**src/rtl/dmem_pkg.sv**
```systemverilog
// Shared sizes and the write-buffer entry type for the data-memory port
// with its store buffer.
package dmem_pkg;

    localparam int DMEM_WORDS = 64;
    localparam int WB_DEPTH   = 4;
    localparam int IDX_W      = 6;
    localparam int DATA_W     = 32;
    localparam int PTR_W      = 2;
    localparam int CNT_W      = 3;

    typedef struct packed {
        logic [IDX_W-1:0]  index;
        logic [DATA_W-1:0] data;
    } wb_entry_t;

endpackage

```
**src/rtl/wbuf_fifo.sv**
```systemverilog
// Four-entry store FIFO with wrap-around pointers, occupancy count and a
// youngest-match lookup used for load forwarding or load blocking.
module wbuf_fifo
    import dmem_pkg::*;
(
    input  logic              clk,
    input  logic              reset,
    input  logic              push,
    input  wb_entry_t         push_entry,
    input  logic              pop,
    input  logic [IDX_W-1:0]  lookup_index,
    output wb_entry_t         head_entry,
    output logic [CNT_W-1:0]  count,
    output logic              hit,
    output logic [DATA_W-1:0] hit_data
);

    wb_entry_t        slots [WB_DEPTH];
    logic [PTR_W-1:0] head;
    logic [PTR_W-1:0] tail;
    logic [PTR_W-1:0] slot;
    logic             push_ok;
    logic             pop_ok;

    // A push into a full FIFO is legal only when the head leaves the same edge.
    assign pop_ok  = pop && (count != '0);
    assign push_ok = push && ((count != CNT_W'(WB_DEPTH)) || pop_ok);

    always_ff @(posedge clk) begin
        if (!reset) begin
            head  <= '0;
            tail  <= '0;
            count <= '0;
        end else begin
            if (push_ok) begin
                tail <= tail + PTR_W'(1);
            end
            if (pop_ok) begin
                head <= head + PTR_W'(1);
            end
            if (push_ok && !pop_ok) begin
                count <= count + CNT_W'(1);
            end else if (!push_ok && pop_ok) begin
                count <= count - CNT_W'(1);
            end
        end
    end

    always_ff @(posedge clk) begin
        if (reset && push_ok) begin
            slots[tail] <= push_entry;
        end
    end

    always_ff @(posedge clk) begin
        if (reset) begin
            assert (count <= CNT_W'(WB_DEPTH));
        end
    end

    assign head_entry = slots[head];

    // Walk oldest to youngest so the last valid match wins.
    always_comb begin
        hit      = 1'b0;
        hit_data = '0;
        slot     = head;
        for (int i = 0; i < WB_DEPTH; i++) begin
            slot = head + PTR_W'(i);
            if ((CNT_W'(i) < count) && (slots[slot].index == lookup_index)) begin
                hit      = 1'b1;
                hit_data = slots[slot].data;
            end
        end
    end

endmodule

```
**src/rtl/dmem_wbuf_port.sv**
```systemverilog
// Single-port 64x32 data memory fronted by a 4-entry write buffer.
// Define DMEM_WBUF_FWD_EN for store-to-load forwarding; otherwise matching loads stall.
module dmem_wbuf_port
    import dmem_pkg::*;
(
    input  logic        clk,
    input  logic        reset,
    input  logic        memread,
    input  logic        memwrite,
    input  logic [31:0] addr,
    input  logic [31:0] writedata,
    output logic [31:0] readdata,
    output logic        memstall,
    output logic        wb_empty
);

    logic [DATA_W-1:0] mem [DMEM_WORDS];
    logic [IDX_W-1:0]  word_idx;
    logic              unused_addr_bits;
    wb_entry_t         push_entry;
    wb_entry_t         head_entry;
    logic [CNT_W-1:0]  wb_count;
    logic              wb_full;
    logic              hit;
    logic [DATA_W-1:0] hit_data;
    logic              load_blocked;
    logic              port_busy;
    logic              full_stall;
    logic              push;
    logic              pop;

    assign word_idx         = addr[7:2];
    assign unused_addr_bits = ^{addr[31:8], addr[1:0]};

    assign push_entry.index = word_idx;
    assign push_entry.data  = writedata;

    assign wb_full  = (wb_count == CNT_W'(WB_DEPTH));
    assign wb_empty = (wb_count == '0);

`ifdef DMEM_WBUF_FWD_EN
    assign load_blocked = 1'b0;
`else
    logic unused_hit_data;
    assign unused_hit_data = ^hit_data;
    // A load that would read stale data yields the port so the head can drain.
    assign load_blocked    = memread & hit;
`endif

    assign port_busy  = memread & ~load_blocked;
    assign full_stall = memwrite & wb_full & port_busy;
    assign memstall   = reset & (load_blocked | full_stall);
    assign push       = reset & memwrite & ~memstall;
    assign pop        = reset & ~wb_empty & ~port_busy;

    wbuf_fifo u_fifo (
        .clk          (clk),
        .reset        (reset),
        .push         (push),
        .push_entry   (push_entry),
        .pop          (pop),
        .lookup_index (word_idx),
        .head_entry   (head_entry),
        .count        (wb_count),
        .hit          (hit),
        .hit_data     (hit_data)
    );

    always_ff @(posedge clk) begin
        if (pop) begin
            mem[head_entry.index] <= head_entry.data;
        end
    end

    always_comb begin
        readdata = '0;
        if (reset && memread) begin
`ifdef DMEM_WBUF_FWD_EN
            if (hit) begin
                readdata = hit_data;
            end else begin
                readdata = mem[word_idx];
            end
`else
            if (!load_blocked) begin
                readdata = mem[word_idx];
            end
`endif
        end
    end

endmodule

```
**config.mk**
```make
export PLATFORM = sky130hd
export DESIGN_NAME = dmem_wbuf_port
export DESIGN_NICKNAME = d
export VERILOG_FILES = /design/src/rtl/dmem_pkg.sv /design/src/rtl/wbuf_fifo.sv /design/src/rtl/dmem_wbuf_port.sv
export SDC_FILE = /design/constraint.sdc
export NUM_CORES = 2
export LEC_CHECK = 0
export CORE_MARGIN = 2
export CORE_UTILIZATION = 56
export DETAILED_ROUTE_END_ITERATION = 10
export PLACE_DENSITY = 0.86
export SKIP_CTS_REPAIR_TIMING = 1
export SYNTH_ARGS = -nofsm -noshare
export SYNTH_HDL_FRONTEND = slang
export SYNTH_HIERARCHICAL = 1
export SYNTH_SLANG_ARGS = --single-unit
```
**constraint.sdc**
```tcl
create_clock -name clk -period 4.7 [get_ports clk]
set_input_delay 0.94 -clock clk [delete_from_list [all_inputs] [get_ports clk]]
set_output_delay 0.94 -clock clk [all_outputs]
set_load 0.05 [all_outputs]
```
==> Yosys cells after proc, flatten, opt, wreduce, memory -nomap -nowiden <==
Memory sizes are Yosys's and may differ from the RTL's. A register that Yosys moved wholly into a read port is not among the register bits.
Index checks and enable logic that the tools add are counted.
Widths: inputs -> output; s select.
{ "word_totals": {"reg_bits": 7, "latchBits": 0, "ram_bits": 2200, "mem_bits_ro": 0, "inputBits": 68, "out_inout_bits": 34, "elab_cells": 65, "mem_count": 2} }
{ "mem_list": {"columns": ["name", "words", "width", "read_ports", "rd_clocked_by_memory_dff", "write_ports", "line", "text"], "rows": [
  ["mem", 64, 32, 1, 0, 1, "dmem_wbuf_port.sv:17", "logic [DATA_W-1:0] mem [DMEM_WORDS];"],
  ["u_fifo.slots", 4, 38, 4, 1, 1, "wbuf_fifo.sv:18", "wb_entry_t slots [WB_DEPTH];"]
]} }
{ "classes": {"n_addsub": 6, "mul": 0, "n_div": 0, "magnitude_cmp": 4, "eq_ne": 6, "shift": 0, "n_mux": 14, "bitwise_logic": 14, "n_reduce_logical": 16} }
{ "ops": {"columns": ["cell", "count"], "rows": [
  ["$mux 32", 2],
  ["$eq 6x6->1", 4],
  ["$logic_and 1x1->1", 10],
  ["$and 1x1->1", 9],
  ["$mux 1", 8],
  ["$lt 1x3->1 const A", 2],
  ["$lt 2x3->1 const A", 2],
  ["$mux 3", 2],
  ["$add 2x1->2 const B", 2],
  ["$add 2x2->2 const B", 2],
  ["$mux 2", 2],
  ["$not 1->1", 4],
  ["$add 3x1->3 const B", 1],
  ["$eq 3x3->1 const B", 1],
  ["$logic_not 3->1", 1],
  ["$ne 3x3->1 const B", 1],
  ["$reduce_bool 3->1", 1],
  ["$sub 3x1->3 const B", 1],
  ["$logic_not 1->1", 2],
  ["$reduce_bool 2->1", 1],
  ["$logic_or 1x1->1", 1],
  ["$or 1x1->1", 1]
]} }

==> Depth between registers and ports, before layout <==
An unclocked memory read counts as a cell.
{ "depth": {"ltp_word": 20, "depth_mapped": 18} }

==> Hierarchy <==
The synthesis kept the hierarchy.
{ "by_module_without_submodules": {"columns": ["mod", "instances", "cells_each", "area_per_inst_um2", "seq_area_each_um2"], "rows": [
  ["dmem_wbuf_port", 1, 3390, 78564.1, 61499.0],
  ["wbuf_fifo", 1, 766, 10188.5, 4744.6]
]} }

==> Worst setup path after synthesis <==
Ideal clock, no wire load.
{ "synth_timing": {"path_type": "input-to-output", "start": "input port addr[7]", "end": "output port readdata[1]", "arrival_ns": 5.285, "t_required_ns": 3.760, "setup_slack_ns": -1.525, "path_stages": 11, "path_buffers": 5, "path_cell_list": "buf_1 > xnor2_1 > nor3_1 > o221ai_1 > clkbuf_1 > buf_2 > buf_2 > o221ai_1 > nand3b_1 > clkbuf_1 > a2111oi_0"} }
{ "synth_via": {"elab_chain_len": 9, "elab_cells_between_ends": 16, "classes_between": "eq/ne (4); mux (6); bitwise (1); reduce/logical (4); memory (1)"} }
{ "synth_rtl": {"columns": ["element", "line", "text"], "rows": [
  ["start, declared", "dmem_wbuf_port.sv:10", "input logic [31:0] addr,"],
  ["$eq 6x6->1", "wbuf_fifo.sv:70", "if ((CNT_W'(i) < count) && (slots[slot].index == lookup_index)) begin"],
  ["$logic_and 1x1->1", "wbuf_fifo.sv:70", null],
  ["$mux 1 (3 in a row)", "wbuf_fifo.sv:70", null],
  ["$mux 1 (*)", "wbuf_fifo.sv:70", null],
  ["via hit", "dmem_wbuf_port.sv:24", "logic hit;"],
  ["$and 1x1->1 (*)", "dmem_wbuf_port.sv:47", "assign load_blocked = memread & hit;"],
  ["$mux 32 (*)", "dmem_wbuf_port.sv:85", "if (!load_blocked) begin"],
  ["$mux 32 (*)", "dmem_wbuf_port.sv:77", "if (reset && memread) begin"],
  ["end, declared", "dmem_wbuf_port.sv:12", "output logic [31:0] readdata,"]
]} }
The timed path passes the listed nets; every way through them passes the cells marked *.

==> impl_results.md <==
* Result of the run: finished, violations left
* Violated checks: capacitance limit, slew limit, setup timing
* HP Start: addr[2]
* GPL Wtd Cong at 0.860
* Chip Height at 394 um
* Clock buffers created by TritonCTS at 199
* Cell with the largest stage delay on the worst path: sky130_fd_sc_hd__mux4_2
* Leakage power total at 31.4 nW
* Htree depth at 4
* Slew at the pin closest to its max-slew limit at 1.51 ns
* Synthesis-to-finish area growth at 16.7%
* Clock sinks at 2209
* Setup slack of the most critical reg-to-reg path at 0.10 ns
* Total of max-cap violations at 1
* Critical path required time at 3.76 ns
* Upper clock frequency limit at between 150 and 200 MHz
* Number of placement rows at roughly 140
* Final hold violation count at 0
* Cell at the root of the clock tree: sky130_fd_sc_hd__clkbuf_16
* Placed insts at approximately 6000
* Comb power frac at 7.0%
* Peak supply drop at 0.365 mV
* Number of cells on the worst hold path at 1
* Die Outline Area at about 160000 um2
* Total Neg Setup Slack at -11.99 ns
* Part of the power in registers at 53.4%
* Initial drt markers at 9357
* Die W at 394 um
* Cell repeated most along the worst path: sky130_fd_sc_hd__buf_12
* Number of failing setup endpoints in the final timing report at 29
* Worst setup path class: flip-flop to primary output
* Clock transition at path regs at about 0.060 ns
* Clock latency on the worst-skew pair at 0.86 ns
* Power per unit of standard cell area at 413 nW/um2
* HPWL after detailed placement at 135 mm
* Fraction of layout cells with a size suffix above 1 at 34.3%
* Number of vias per cell at around 7.3
* Post-route DRC violation count at 0
* Top-level port count at between 100 and 150
* Pin count of the biggest net entering global routing at between 80 and 90
* Core Area at 152000 um2
* Syn_nets at approximately 3800
* Worst Clk Skew at 0.0494 ns
* Final design instance area without fill at about 100000 um2
* Utilization after layout at between 60 and 70%
* Worst rel slew slack at -0.577%
* Net switching share of the total power at 22.6%
* Initial antenna violation count at 5
* Buffer depth of the longest clock path at 3
* Reg-to-reg endpoint: mem[55][24]
* Number of vias after detailed routing at 46425
* Clock network fraction of total power at between 30 and 40%
* Placed cell area at just over 90000 um2
* Crit-path max FO at 6
* Fin crit share at 116%
* Total area of sequential cells at roughly 66000 um2
* Number of global-route vias before repair at between 40000 and 50000
* Delay of the slowest critical-path stage at 0.54 ns
* Cell area after synthesis at 85300 um2
* Total number of nets in the final design at 4261
* Internal power consumption at about 0.032 W
* Initial Utilization at 56.3%
* Remaining antenna violation count at 0
* Hold crit path type: primary input to flip-flop
* PortBufs at between 70 and 80
* Max-slew violation count at 65
* Sort of element at the start of the critical path: flip-flop
* Global-route wire length before repair at 353 mm
* Yosys synthesis warning count at 6
* Endpoint kind of the worst setup timing path: primary output
* Clock tree from TritonCTS: done
* Aggregate global routing overflow at 0
* Commonest cells after routing, fill and taps aside: sky130_fd_sc_hd__edfxtp_1 (2200), sky130_fd_sc_hd__mux4_2 (576), sky130_fd_sc_hd__buf_4 (296)
* Reg2Reg Depth at 13
* Critical path, cell by cell: buf_12, mux4_2, xor2_1, or4_4, o221ai_4, and3b_2, buf_12, nand2_8, nor3_4, a41oi_2, buf_4, a31oi_4, buf_6, buf_12
* Area of combinational cells with multiple inputs at 19300 um2
* Minimum setup slack in the final design at -0.762 ns
* Total wire length at 261 mm
* Data arrival time of the worst path at approximately 4.5 ns
* Cells after synthesis at about 3700
* Final min period at 5.46 ns
* Unrepaired setup endpoints after global routing: yes
* 1st-pass router iterations at 8
* Net switching component of the power at 0.00928 W
* Commonest non-fill, non-tap cell in the layout: sky130_fd_sc_hd__edfxtp_1
* Filler Cells Inserted at 8758
* Detailed-route wire length per cell at between 40 and 50 um
* End point of the most critical hold path: u_fifo/slots[1][32]
* Worst Hold Margin at 0.354 ns
* Combined global-route utilization of all metal layers at about 33%
* Non-Filler Instances at 6379
* Per-instance average area after synthesis at between 20 and 25 um2
[power by group through the flow]
| stage | clock network, W | logic (W) | registers (W) |
|---|---|---|---|
| 4_1_cts | 0.0161 | 0.00264 | 0.0219 |
| 3_5_place_dp | 0 | 0.00255 | 0.0224 |
| 5_1_grt | 0.0169 | 0.00293 | 0.0219 |
| 3_3_place_gp | 0 | 0.00244 | 0.0224 |
| 6_report | 0.0163 | 0.00288 | 0.0219 |
| 2_1_floorplan | 0 | 0.00144 | 0.0223 |
[layout make-up]
class                           count  share of cell area [%]
Sequential cell                  2209                    66.5
Clock buffer                      243                    5.27
Multi-Input combinational cell   1294                    19.4
Inverter                           10                  0.0427
Timing Repair Buffer              470                    5.17
Clock inverter                    121                    1.06
Antenna cell                        2                 0.00503
Tap cell                         2030                    2.55
[sequential cells by signal, indices dropped and copies added (netlist names), named ones only]
name	count
mem	2048
u_fifo/count	3
u_fifo/head	2
u_fifo/slots	152
u_fifo/tail	2
[worst max-delay path by stage]
stage / end / slack (ns) / cells after the start
final: readdata[21] / -0.76 / 14
after global routing: readdata[21] / -0.75 / 14
after CTS: readdata[16] / -1.21 / 16
after detailed placement: readdata[16] / -0.30 / 16
after global placement: readdata[30] / -0.15 / 12
after floorplan: mem[62][0] / -0.04 / 12
[worst max-delay path, delay by kind of cell, from the launching register on]
family,cells,cell delay (ns)
flops,1,0.38
compound gates,3,0.76
mux,1,0.54
xor+xnor,1,0.17
buf+inv,5,0.85
simple gates,4,0.97
[per-stage QoR]
stage                     power, W  setup slack, ns
final                       0.0411           -0.762
after global routing        0.0417           -0.752
after CTS                   0.0407            -1.21
after detailed placement    0.0249           -0.301
after global placement      0.0248           -0.154
after floorplan             0.0238          -0.0390
[routing by layer]
metal | share of wire (%) | wire length (um) | global-route usage [%]
met3 | 16 | 41000 | 10.1
met5 | 0.019 | 49 | 0
met4 | 7.5 | 19500 | 20.3
met2 | 47 | 123000 | 50.6
met1 | 30 | 77100 | 40.1
Power figures use the tool's default switching activity.
